===== src/rtl/audio_mixer.sv =====
`timescale 1ns/1ps
`default_nettype none
// ============================================================================
// Module      : audio_mixer
// Description : Multi-voice audio mixer feeding the audio codec write port.
//               Each sample is built serially, one channel per cycle:
//               acc += en ? (data * vol) >>> VOL_BITS : 0, then clamped to
//               the signed WIDTH range and loaded into the output register.
//               The codec always receives the sample mixed after the previous
//               handshake (one-sample latency; first sample after reset is 0).
//
//               Optional feature macro: AUDIO_MIXER_PAN_EN
//                 defined   -> ch_pan input, independent left/right
//                              accumulators and clamps, clip = OR of both
//                 undefined -> mono, writedata_right mirrors writedata_left
//
// Ports       : clk             system clock
//               reset_n         asynchronous active-low reset
//               ch_data         CHANNELS signed samples, channel i at [i*WIDTH +: WIDTH]
//               ch_vol          CHANNELS unsigned volumes, VOL_BITS each
//               ch_en           channel enable mask
//               ch_pan          (pan build only) 2 bits/channel:
//                               00 both, 01 left only, 10 right only, 11 muted
//               read_ready      codec ready (read side)
//               write_ready     codec ready (write side)
//               read / write    codec strobes, asserted only in IDLE
//               writedata_left  left sample
//               writedata_right right sample
//               busy            a mix is in progress
//               clip            last completed sample saturated
//
// Revision    : 1.0 - initial release
// ============================================================================
module audio_mixer #(
    parameter int CHANNELS = 4,
    parameter int WIDTH    = 24,
    parameter int VOL_BITS = 4
) (
    input  logic                         clk,
    input  logic                         reset_n,
    input  logic [CHANNELS*WIDTH-1:0]    ch_data,
    input  logic [CHANNELS*VOL_BITS-1:0] ch_vol,
    input  logic [CHANNELS-1:0]          ch_en,
`ifdef AUDIO_MIXER_PAN_EN
    input  logic [2*CHANNELS-1:0]        ch_pan,
`endif
    input  logic                         read_ready,
    input  logic                         write_ready,
    output logic                         read,
    output logic                         write,
    output logic [WIDTH-1:0]             writedata_left,
    output logic [WIDTH-1:0]             writedata_right,
    output logic                         busy,
    output logic                         clip
);

    localparam int IDX_W  = (CHANNELS > 1) ? $clog2(CHANNELS) : 1;
    localparam int PROD_W = WIDTH + VOL_BITS + 1;
    // Sized so that CHANNELS full-scale terms can never overflow.
    localparam int ACC_W  = WIDTH + VOL_BITS + $clog2(CHANNELS) + 1;

    localparam logic [IDX_W-1:0] c_last_idx = IDX_W'(CHANNELS - 1);
    localparam logic signed [ACC_W-1:0] c_sat_max =
        {{(ACC_W-WIDTH+1){1'b0}}, {(WIDTH-1){1'b1}}};
    localparam logic signed [ACC_W-1:0] c_sat_min =
        {{(ACC_W-WIDTH+1){1'b1}}, {(WIDTH-1){1'b0}}};

    typedef enum logic [1:0] {
        ST_IDLE  = 2'd0,
        ST_ACCUM = 2'd1,
        ST_SAT   = 2'd2
    } state_t;

    state_t r_state;
    state_t w_state_next;

    // Snapshot of the inputs taken at the handshake.
    logic [CHANNELS*WIDTH-1:0]    r_data;
    logic [CHANNELS*VOL_BITS-1:0] r_vol;
    logic [CHANNELS-1:0]          r_en;
    logic [IDX_W-1:0]             r_idx;
    logic signed [ACC_W-1:0]      r_acc_l;
    logic [WIDTH-1:0]             r_out_l;
    logic                         r_clip;

    logic                         w_hs;
    logic [WIDTH-1:0]             w_sel_data;
    logic [VOL_BITS-1:0]          w_sel_vol;
    logic                         w_sel_en;
    logic signed [PROD_W-1:0]     w_prod;
    logic signed [ACC_W-1:0]      w_term;
    logic                         w_add_l;
    logic [WIDTH:0]               w_sat_l;

    // Clamp to the signed WIDTH range; MSB of the result flags saturation.
    function automatic logic [WIDTH:0] saturate(input logic signed [ACC_W-1:0] a);
        if (a > c_sat_max) begin
            return {1'b1, 1'b0, {(WIDTH-1){1'b1}}};
        end else if (a < c_sat_min) begin
            return {1'b1, 1'b1, {(WIDTH-1){1'b0}}};
        end else begin
            return {1'b0, a[WIDTH-1:0]};
        end
    endfunction

    // ------------------------------------------------------------------
    // Handshake and status
    // ------------------------------------------------------------------
    assign w_hs  = (r_state == ST_IDLE) && read_ready && write_ready;
    assign read  = w_hs;
    assign write = w_hs;
    assign busy  = (r_state != ST_IDLE);
    assign clip  = r_clip;

    // ------------------------------------------------------------------
    // FSM
    // ------------------------------------------------------------------
    always_ff @(posedge clk or negedge reset_n) begin
        if (!reset_n) begin
            r_state <= ST_IDLE;
        end else begin
            r_state <= w_state_next;
        end
    end

    always_comb begin
        w_state_next = r_state;
        case (r_state)
            ST_IDLE:  if (w_hs) w_state_next = ST_ACCUM;
            ST_ACCUM: if (r_idx == c_last_idx) w_state_next = ST_SAT;
            ST_SAT:   w_state_next = ST_IDLE;
            default:  w_state_next = ST_IDLE;
        endcase
    end

    // ------------------------------------------------------------------
    // Channel selection and volume scaling
    // ------------------------------------------------------------------
    always_comb begin
        w_sel_data = '0;
        w_sel_vol  = '0;
        w_sel_en   = 1'b0;
        for (int i = 0; i < CHANNELS; i++) begin
            if (r_idx == IDX_W'(i)) begin
                w_sel_data = r_data[i*WIDTH +: WIDTH];
                w_sel_vol  = r_vol[i*VOL_BITS +: VOL_BITS];
                w_sel_en   = r_en[i];
            end
        end
    end

    // Volume is unsigned: zero-extend it before the signed multiply.
    assign w_prod = PROD_W'($signed(w_sel_data)) * PROD_W'($signed({1'b0, w_sel_vol}));
    // Arithmetic shift floors toward minus infinity.
    assign w_term = w_sel_en ? ACC_W'(w_prod >>> VOL_BITS) : '0;
    assign w_sat_l = saturate(r_acc_l);

`ifdef AUDIO_MIXER_PAN_EN
    logic [2*CHANNELS-1:0]   r_pan;
    logic signed [ACC_W-1:0] r_acc_r;
    logic [WIDTH-1:0]        r_out_r;
    logic [1:0]              w_sel_pan;
    logic                    w_add_r;
    logic [WIDTH:0]          w_sat_r;

    always_comb begin
        w_sel_pan = 2'b00;
        for (int i = 0; i < CHANNELS; i++) begin
            if (r_idx == IDX_W'(i)) begin
                w_sel_pan = r_pan[2*i +: 2];
            end
        end
    end

    // pan[1] excludes the left side, pan[0] excludes the right side.
    assign w_add_l = ~w_sel_pan[1];
    assign w_add_r = ~w_sel_pan[0];
    assign w_sat_r = saturate(r_acc_r);

    always_ff @(posedge clk or negedge reset_n) begin
        if (!reset_n) begin
            r_pan   <= '0;
            r_acc_r <= '0;
            r_out_r <= '0;
        end else begin
            case (r_state)
                ST_IDLE: begin
                    if (w_hs) begin
                        r_pan   <= ch_pan;
                        r_acc_r <= '0;
                    end
                end
                ST_ACCUM: begin
                    if (w_add_r) r_acc_r <= r_acc_r + w_term;
                end
                ST_SAT: begin
                    r_out_r <= w_sat_r[WIDTH-1:0];
                end
                default: ;
            endcase
        end
    end

    assign writedata_right = r_out_r;
`else
    assign w_add_l         = 1'b1;
    assign writedata_right = r_out_l;
`endif

    assign writedata_left = r_out_l;

    // ------------------------------------------------------------------
    // Mix datapath
    // ------------------------------------------------------------------
    always_ff @(posedge clk or negedge reset_n) begin
        if (!reset_n) begin
            r_data  <= '0;
            r_vol   <= '0;
            r_en    <= '0;
            r_idx   <= '0;
            r_acc_l <= '0;
            r_out_l <= '0;
            r_clip  <= 1'b0;
        end else begin
            case (r_state)
                ST_IDLE: begin
                    if (w_hs) begin
                        r_data  <= ch_data;
                        r_vol   <= ch_vol;
                        r_en    <= ch_en;
                        r_idx   <= '0;
                        r_acc_l <= '0;
                    end
                end
                ST_ACCUM: begin
                    if (w_add_l) r_acc_l <= r_acc_l + w_term;
                    if (r_idx != c_last_idx) r_idx <= r_idx + 1'b1;
                end
                ST_SAT: begin
                    r_out_l <= w_sat_l[WIDTH-1:0];
`ifdef AUDIO_MIXER_PAN_EN
                    r_clip  <= w_sat_l[WIDTH] | w_sat_r[WIDTH];
`else
                    r_clip  <= w_sat_l[WIDTH];
`endif
                end
                default: ;
            endcase
        end
    end

endmodule
`default_nettype wire


===== config.mk =====
export PLATFORM = sky130hd
export DESIGN_NAME = audio_mixer
export DESIGN_NICKNAME = d
export VERILOG_FILES = /design/src/rtl/audio_mixer.sv
export SDC_FILE = /design/constraint.sdc
export NUM_CORES = 1
export LEC_CHECK = 0
export ABC_AREA = 1
export CAP_MARGIN = 0
export CORE_AREA = 2 2 157 174
export DETAILED_ROUTE_END_ITERATION = 8
export DIE_AREA = 0 0 159 176
export PLACE_DENSITY = 0.77
export SLEW_MARGIN = 20
export SYNTH_ARGS = -nofsm -noshare
export SYNTH_HDL_FRONTEND = slang
export SYNTH_SLANG_ARGS = --single-unit

===== constraint.sdc =====
create_clock -name clk -period 6.63 [get_ports clk]
set_clock_uncertainty 0.2 [all_clocks]
set_input_delay 0.9945 -clock clk [delete_from_list [all_inputs] [get_ports clk]]
set_output_delay 0.9945 -clock clk [all_outputs]
set_load 0.005 [all_outputs]

==> metrics <==
area of the multi-input gates just over 0.008 sq mm; PortBufs 171; minimum clock period 6.725 ns; startpoint types flop; setup TNS -0.1894 ns; worst path arrival time 6.87 ns; CTS tree yes; Final Wtd Congestion around 0.93; Final Max Slew Viols 0; Crit Path Category flop to flop; row count 62; Initial Utilization 0.5058; CP peak stage delay 0.54 ns; initial drt markers approximately 910; Synth Area per Inst 7.320 sq um; Distinct cells, synth 52; die height 176 um; status complete, but fails checks; routed vias/inst 5.283; routed wire length about 39 mm; Final ANT Viol Nets 0; Syn Nets 2,054; max_slew headroom 0.4291; initial antenna violation count 0; Reg area 0.004405 sq mm; CTS clk-pin slew, worst paths 0.09 ns; ant diodes 0; R2R depth 37; crit-path max FO 11; aggregate global routing overflow 0; CTS sink cnt between 150 and 200; number of iterations in the first detailed-routing pass 6; Worst-Skew Late Latency ~0.45 ns; Nets approximately 2.3k; Worst-Margin Slew 0.8564 ns; top post-synthesis cells by area dfrtp_1 (33%), nand2_1 (16%), ha_1 (8.0%); CP endpoint kind flop; sequential element share of the synthesized area 0.3341; Cell Count, Final, Fillers Out 2,453; vias in the first global route ~12k; part of the cycle the worst path needs 1.014; full die area 0.02798 sq mm; Cells after Synth between 1.5k and 2k; post-placement setup slack -0.1384 ns; Yosys reg bits 176; final setup fails 3; largest net degree at the start of global routing approximately 110; Worst Path Required 6.77 ns; Core ar. about 0.026 sq mm; layout cells sized above 1 0.2118; final hold viol count 0; Post-synth EDFFs 0; Worst Hold Class primary input to asynchronous set/reset pin; CTS max path bufs 2; first-pass GRT wire length roughly 59 mm; synthesis-to-finish area growth 36.83%; maxcap violations 0; # H-tree levels 4; share of the synthesized area in the top cell type 0.3341; violated checks negative setup slack; FFs w/ async S/R, synth 1.000; most frequent cells in the layout nand2_1 (557), inv_1 (238), dfrtp_1 (175); I/O pins 172; Inserted Clock Buffers 17; hpwl dp 28.12 mm; Most used DFF post-synth dfrtp_1; routed length per instance 15.96 um; commonest non-fill, non-tap cell in the layout nand2_1; RSZ-0062 raised after global routing true; die span in x roughly 160 um; Synth Cell Area 0.01318 sq mm; fin worst setup slack -0.09522 ns; Root Driver clkbuf_16; Achievable Freq 148.7 MHz; number of remaining DRC errors 0; routed vias roughly 13k; CP most frequent cell nand2_1; gr usage total 0.2596; Synth area leader dfrtp_1; FILL cells 2,039; Placed Cells around 2.4k; yosys warns 0; cell with the largest stage delay on the worst path fa_1; number of buffers inserted by hold repair at cts 0
==> worst max-delay path, delay by kind of cell (launching register included) <==
| family | cells | cell delay [ns] |
|---|---|---|
| AOI/OAI and AO/OA | 3 | 0.59 |
| xor gates and xnor gates | 1 | 0.16 |
| adders and majority gates | 6 | 2.27 |
| buffers and inverters | 11 | 1.28 |
| DFF | 1 | 0.40 |
| and+or+nand+nor | 16 | 1.68 |
==> per-layer routing <==
metal	track usage	vias to the layer above	share of wire
met5	0	-	0
met3	0.03336	84	0.051
met1	0.3266	6163	0.42
li1	-	6261	-
met2	0.4627	451	0.50
met4	0.09015	0	0.030
==> path summary, 6_finish.rpt <==
check	start	slack [ns]	end
max in group asynchronous	reset_n	4.89	r_acc_l[13]$_DFFE_PN0P_
hold / removal	reset_n	0.20	r_data[0]$_DFFE_PN0P_
hold reg to reg	r_data[35]$_DFFE_PN0P_	0.29	r_data[35]$_DFFE_PN0P_
setup reg to reg	r_idx[1]$_DFFE_PN0P_	-0.1	r_acc_l[30]$_DFFE_PN0P_
min in group clk	r_data[35]$_DFFE_PN0P_	0.29	r_data[35]$_DFFE_PN0P_
setup / recovery	r_idx[1]$_DFFE_PN0P_	-0.1	r_acc_l[30]$_DFFE_PN0P_
==> synthesized netlist by cell type, types with 8 or more instances <==
library cell,number
xnor2_1,10
nor2_1,110
ha_1,84
o22ai_1,8
a22oi_1,20
o21a_1,9
xor2_1,14
nand3_1,54
nand4_1,10
buf_4,28
dfrtp_1,176
fa_1,49
a21oi_1,131
inv_1,251
clkbuf_1,50
nand2_2,14
o21ai_0,111
nand2_1,576
==> metrics by stage <==
step / hold WS [ns] / instance area, sq um / utilization
floorplan: 0.2436 / 13200 / -
global placement: 0.2624 / 16120 / 0.6184
detailed placement: 0.2669 / 16120 / 0.6184
CTS: 0.2038 / 16830 / 0.6458
global route: 0.2091 / 18040 / 0.6921
finish: 0.1975 / 18040 / 0.6921
==> cells by family (layout without fill, tap and decap cells) <==
logic type / count (synthesis) / after routing / share of synthesized area
compound gates: 319 / 319 / 0.1384
buf+inv: 350 / 650 / 0.1091
fa+ha+maj: 133 / 133 / 0.1541
flops: 176 / 176 / 0.3341
simple gates: 799 / 799 / 0.2484
xor+xnor: 24 / 24 / 0.01594
==> flip-flops by register name, summed over array words and instances, names as in the netlist <==
name and flops:
clip 1, r_data 96, r_vol 16, r_en 4, r_acc_l 31, writedata_left 24, r_idx 2, r_state 2
==> area by class of cell <==
| class | instances | share of cell area |
|---|---|---|
| Clock buffer | 17 | 0.02358 |
| Clock inverter | 15 | 0.01158 |
| Sequential cell | 176 | 0.2442 |
| Timing Repair Buffer | 355 | 0.1810 |
| Inverter | 263 | 0.05562 |
| Multi-Input combinational cell | 1275 | 0.4596 |
| Tap cell | 352 | 0.02441 |
==> timing repair <==
item / 4_1_cts / 5_1_grt
endpoints found under the setup margin: 9 / 23
buffers inserted: 2 / 36
pin swaps: 3 / 63
gates cloned: 0 / 1
resized for setup: 13 / 224
Power is left out: the tool's default activity adds up to more than one toggle a clock period on the data nets, which glitch-free logic cannot reach.
